[config.mk]
export PLATFORM = sky130hd
export DESIGN_NAME = hazard_ctrl
export DESIGN_NICKNAME = d
export VERILOG_FILES = /design/src/rtl/hazard_ctrl.sv
export SDC_FILE = /design/constraint.sdc
export NUM_CORES = 1
export LEC_CHECK = 0
export ABC_AREA = 1
export BUFFER_PORTS_ARGS = -buffer_cell sky130_fd_sc_hd__buf_2
export CAP_MARGIN = 5
export CORE_UTILIZATION = 53
export CTS_CLUSTER_SIZE = 8
export DETAILED_ROUTE_END_ITERATION = 10
export HOLD_SLACK_MARGIN = 0.12
export PLACE_DENSITY = 0.78
export SYNTH_ARGS = -nofsm -noshare
export SYNTH_HDL_FRONTEND = slang
export SYNTH_SLANG_ARGS = --single-unit
[constraint.sdc]
create_clock -name clk -period 1.6 [get_ports clk]
set_input_delay 0.16 -clock clk [delete_from_list [all_inputs] [get_ports clk]]
set_output_delay 0.16 -clock clk [all_outputs]
set_load 0.01 [all_outputs]
[src/rtl/hazard_ctrl.sv]
// Hazard and forwarding controller for the 5-stage F/D/E/M/W pipeline.
// Define HAZARD_PERF_CNT_EN to add the saturating StallCnt/FlushCnt counters.
module hazard_ctrl #(
    parameter int CNT_W = 16
) (
    input  logic             clk,
    input  logic             reset,
    input  logic [3:0]       RA1D,
    input  logic [3:0]       RA2D,
    input  logic [3:0]       WA3D,
    input  logic             RegWriteD,
    input  logic             MemtoRegD,
    input  logic             PCWrPendingD,
    input  logic             BranchTakenE,
    input  logic             CondExE,
    output logic [1:0]       ForwardAE,
    output logic [1:0]       ForwardBE,
    output logic             StallF,
    output logic             StallD,
    output logic             FlushD,
    output logic             FlushE
`ifdef HAZARD_PERF_CNT_EN
    ,
    output logic [CNT_W-1:0] StallCnt,
    output logic [CNT_W-1:0] FlushCnt
`endif
);

    logic       e_valid;
    logic       e_regwrite;
    logic       e_memtoreg;
    logic       e_pcwr;
    logic [3:0] e_wa3;
    logic [3:0] e_ra1;
    logic [3:0] e_ra2;

    // Later stages keep only the fields that forwarding and PC-write tracking read.
    logic       m_valid;
    logic       m_regwrite;
    logic       m_pcwr;
    logic [3:0] m_wa3;

    logic       w_valid;
    logic       w_regwrite;
    logic [3:0] w_wa3;

    logic       ldrstall;
    logic       pcwr_pending_f;

    always_ff @(posedge clk or negedge reset) begin
        if (!reset) begin
            e_valid    <= 1'b0;
            e_regwrite <= 1'b0;
            e_memtoreg <= 1'b0;
            e_pcwr     <= 1'b0;
            e_wa3      <= 4'd0;
            e_ra1      <= 4'd0;
            e_ra2      <= 4'd0;
            m_valid    <= 1'b0;
            m_regwrite <= 1'b0;
            m_pcwr     <= 1'b0;
            m_wa3      <= 4'd0;
            w_valid    <= 1'b0;
            w_regwrite <= 1'b0;
            w_wa3      <= 4'd0;
        end else begin
            if (FlushE) begin
                e_valid    <= 1'b0;
                e_regwrite <= 1'b0;
                e_memtoreg <= 1'b0;
                e_pcwr     <= 1'b0;
                e_wa3      <= 4'd0;
                e_ra1      <= 4'd0;
                e_ra2      <= 4'd0;
            end else begin
                e_valid    <= 1'b1;
                e_regwrite <= RegWriteD;
                e_memtoreg <= MemtoRegD;
                e_pcwr     <= PCWrPendingD;
                e_wa3      <= WA3D;
                e_ra1      <= RA1D;
                e_ra2      <= RA2D;
            end
            // A failed condition cancels the register and PC writes of the E instruction.
            m_valid    <= e_valid;
            m_regwrite <= e_regwrite & CondExE;
            m_pcwr     <= e_pcwr & CondExE;
            m_wa3      <= e_wa3;
            w_valid    <= m_valid;
            w_regwrite <= m_regwrite;
            w_wa3      <= m_wa3;
        end
    end

    always_comb begin
        ForwardAE = 2'b00;
        ForwardBE = 2'b00;
        if (e_ra1 != 4'd15) begin
            if (m_valid && m_regwrite && (m_wa3 == e_ra1))
                ForwardAE = 2'b10;
            else if (w_valid && w_regwrite && (w_wa3 == e_ra1))
                ForwardAE = 2'b01;
        end
        if (e_ra2 != 4'd15) begin
            if (m_valid && m_regwrite && (m_wa3 == e_ra2))
                ForwardBE = 2'b10;
            else if (w_valid && w_regwrite && (w_wa3 == e_ra2))
                ForwardBE = 2'b01;
        end
    end

    // A taken branch overrides a load-use stall: the dependent instruction is discarded anyway.
    assign ldrstall       = e_valid & e_memtoreg & ((e_wa3 == RA1D) | (e_wa3 == RA2D));
    assign pcwr_pending_f = PCWrPendingD | (e_valid & e_pcwr) | (m_valid & m_pcwr);
    assign StallD         = ldrstall & ~BranchTakenE;
    assign StallF         = (ldrstall | pcwr_pending_f) & ~BranchTakenE;
    assign FlushD         = pcwr_pending_f | BranchTakenE;
    assign FlushE         = ldrstall | BranchTakenE;

`ifdef HAZARD_PERF_CNT_EN
    logic [CNT_W-1:0] cnt_one;
    assign cnt_one = {{(CNT_W-1){1'b0}}, 1'b1};

    always_ff @(posedge clk or negedge reset) begin
        if (!reset) begin
            StallCnt <= '0;
            FlushCnt <= '0;
        end else begin
            if ((StallD || StallF) && !(&StallCnt))
                StallCnt <= StallCnt + cnt_one;
            if (FlushE && !(&FlushCnt))
                FlushCnt <= FlushCnt + cnt_one;
        end
    end
`endif

endmodule

==> results.md <==
- Layout cell share with drive strength beyond 1: 0.206
- Htree depth: 2
- Clk Latency, worst-skew pair: between 300 and 400 ps
- Die width: around 52 um
- Maximum capacitance violations: 0
- # IOs: 27
- Die H: approximately 52 um
- CTS tree: done
- DRT iter0 DRCs: 44
- Final Cycle Share: 1.09
- Mapped Nets: 185
- Vias in the first global route: approximately 1200
- Synth top area cells: dfrtp_1, nand2_1, inv_1
- Grt ovf: 0
- Seq/Total Area, Yosys: 0.545
- CTS sink count: 29
- CTS Root Cell: clkbuf_4
- RSZ-0062 raised after global routing: true
- Status: finished, violations left
- Final #Nets: roughly 240
- Routability Congestion: 0.853
- WS Path Type: reg2out
- Pleak: 1.01 nW
- Pwr dens: a little under 900 nW/um^2
- Number of port buffers: 26
- Cts bufs inserted: 5
- Die ar.: 2720 um^2
- Endpoint class of the critical path: output port
- Total GRT Usage: 0.272
- Synth Instances: 166
- DP Worst Slack: between 200 and 250 ps
- Failing checks: setup timing
- Area Growth Syn to Fin: 33.1%
- Placeable core area: between 2000 and 2500 um^2
- PnR worst setup slack: -136 ps
- ANT nets after route: 0
- Slew Limit Fails: 0
- Peak Freq: between 500 and 600 MHz
- Clk pwr share: 0.333
- Clk_skew: ~16 ps
- Comb pwr share: 0.141
- FP Rows: 17
- Sequential share of power: 0.526
- Required @ worst endpoint: roughly 1400 ps
- Final hold viol count: 0
- Initial antenna violation count: 0
- Worst endpoint data arrival time: around 1600 ps
- Setup_tns: -281 ps
- Number of flops mapped to enable cells by yosys: 0
- Minimum clock period: 1740 ps
- Clock Tree Buf Depth: 2
- Average size of a mapped cell: between 8 and 9 um^2
- WL final: approximately 3100 um
- Cell Int Power: roughly 1.1 mW
- Ys flop type: dfrtp_1
- DRC viols: 0
- Largest net degree at the start of global routing: 30
- Synth top cells by count: nand2_1, inv_1, dfrtp_1, nor2_1
- Final setup violation count: 3
- Mapped Area: about 1300 um^2
- YS warnings: 0
- Initial Util: 0.580
- Slew HR: 0.589
- Worst vdd ir: 0.744 mV
- Tightest Pin Transition: ~620 ps
- WL/cell: 12.7 um
- NetSw: 0.413 mW
- Max FO, Critical Path: 4
- Top-count cell post-synth: nand2_1
- HP Class: in2async
- Cell accounting for the most synthesized area: dfrtp_1
- Avg Vias per Cell: around 5
- Distinct cells, synth: 18
- First-pass iteration count of the detailed router: 4
- #FFs+latches synth: 29
- Post-synth top area share: 0.545
- First-pass GRT wire length: 5120 um
- Startpoint class of the critical path: flop
- Clock transition at path regs: about 100 ps
- Async set or reset register ratio after synthesis: 1.00
- Placed wire-length estimate: between 1500 and 2000 um
- Antenna fix cells: 0
- Switching share of power: 0.269
- Routed via count: around 1200
routing by layer:
metal  GRT usage  part of all wire
met1       0.268              0.38
met4       0.140             0.028
met5           0                 0
met3      0.0556             0.059
met2       0.524              0.53
power groups by stage:
| stage | sequential (mW) | clock [mW] | combinational [mW] |
|---|---|---|---|
| 3_5_place_dp | 0.821 | 0 | 0.164 |
| 3_3_place_gp | 0.818 | 0 | 0.155 |
| 2_1_floorplan | 0.811 | 0 | 0.104 |
| 6_report | 0.808 | 0.512 | 0.216 |
| 4_1_cts | 0.806 | 0.506 | 0.204 |
| 5_1_grt | 0.814 | 0.547 | 0.239 |
kinds of logic (layout without fill, tap and decap cells):
| kind of cell | count (synthesis) | count (layout) | synth area share |
|---|---|---|---|
| compound gates | 6 | 6 | 0.0291 |
| simple gates | 87 | 87 | 0.270 |
| xor+xnor | 7 | 7 | 0.0460 |
| buf+inv | 37 | 89 | 0.110 |
| flops | 29 | 29 | 0.545 |
path summary, 6_finish.rpt:
kind | startpoint | end | slack, ps | cells after the start
max | e_wa3[1]$_DFF_PN0_ | StallF | -140 | 9
min | reset | e_valid$_DFF_PN0_ | 360 | 2
max reg2reg | e_wa3[1]$_DFF_PN0_ | e_ra1[2]$_DFF_PN0_ | 110 | 10
min reg2reg | m_regwrite$_DFF_PN0_ | w_regwrite$_DFF_PN0_ | 380 | 0
max in group asynchronous | reset | w_wa3[3]$_DFF_PN0_ | 820 | 2
min in group clk | m_regwrite$_DFF_PN0_ | w_regwrite$_DFF_PN0_ | 380 | 0
sequential cells by signal, indices dropped and copies added (netlist names), 4 cells and up:
signal,flops
m_wa3,4
e_wa3,4
e_ra1,4
w_wa3,4
e_ra2,4
what timing repair did:
action	4_1_cts	5_1_grt
setup endpoints to repair	4	8
setup buffers	1	1
resized for setup	5	4
hold buffers	17	0
pin swaps	5	6
hold endpoints to repair	46	0
worst max-delay path: stages (launching register included):
cell and delay [ps]:
dfrtp_1 410, inv_1 70, nand2_1 70, nand2_1 60, nor2_1 130, nand2_1 80, nand2_2 80, nand3_2 80
o21ai_1 110, buf_2 160
layout by cell type (no fill, tap or decap), types with 2 or more instances in the layout:
master         instances
nand2_1               48
inv_1                 34
dfrtp_1               29
buf_2                 26
nor2_1                23
dlygate4sd3_1         17
clkbuf_4               5
nand4_1                4
xor2_1                 4
xnor2_1                3
nor3_1                 3
nand2_2                2
nand3_1                2
inv_2                  2
o211ai_1               2
clkbuf_8               2
buf_4                  2
area by class of cell:
class,instances,area (um^2)
Clock inverter,1,5.00
Clock buffer,7,65.1
Timing Repair Buffer,45,315
Inverter,36,135
Sequential cell,29,726
Multi-Input combinational cell,100,492
Tap cell,28,35.0
Fill cell,155,524
stage by stage:
step                instances  cell area (um^2)  utilization  hold WS, ps  total power, mW
detailed placement        219              1490        0.647          202            0.985
global placement          219              1490        0.647          194            0.974
CTS                       245              1760        0.764          389             1.52
global route              246              1770        0.772          395             1.60
finish                    246              1770        0.772          362             1.54
floorplan                 166              1330            -         -136            0.916
No activity file was read; power rests on OpenSTA's default activity.
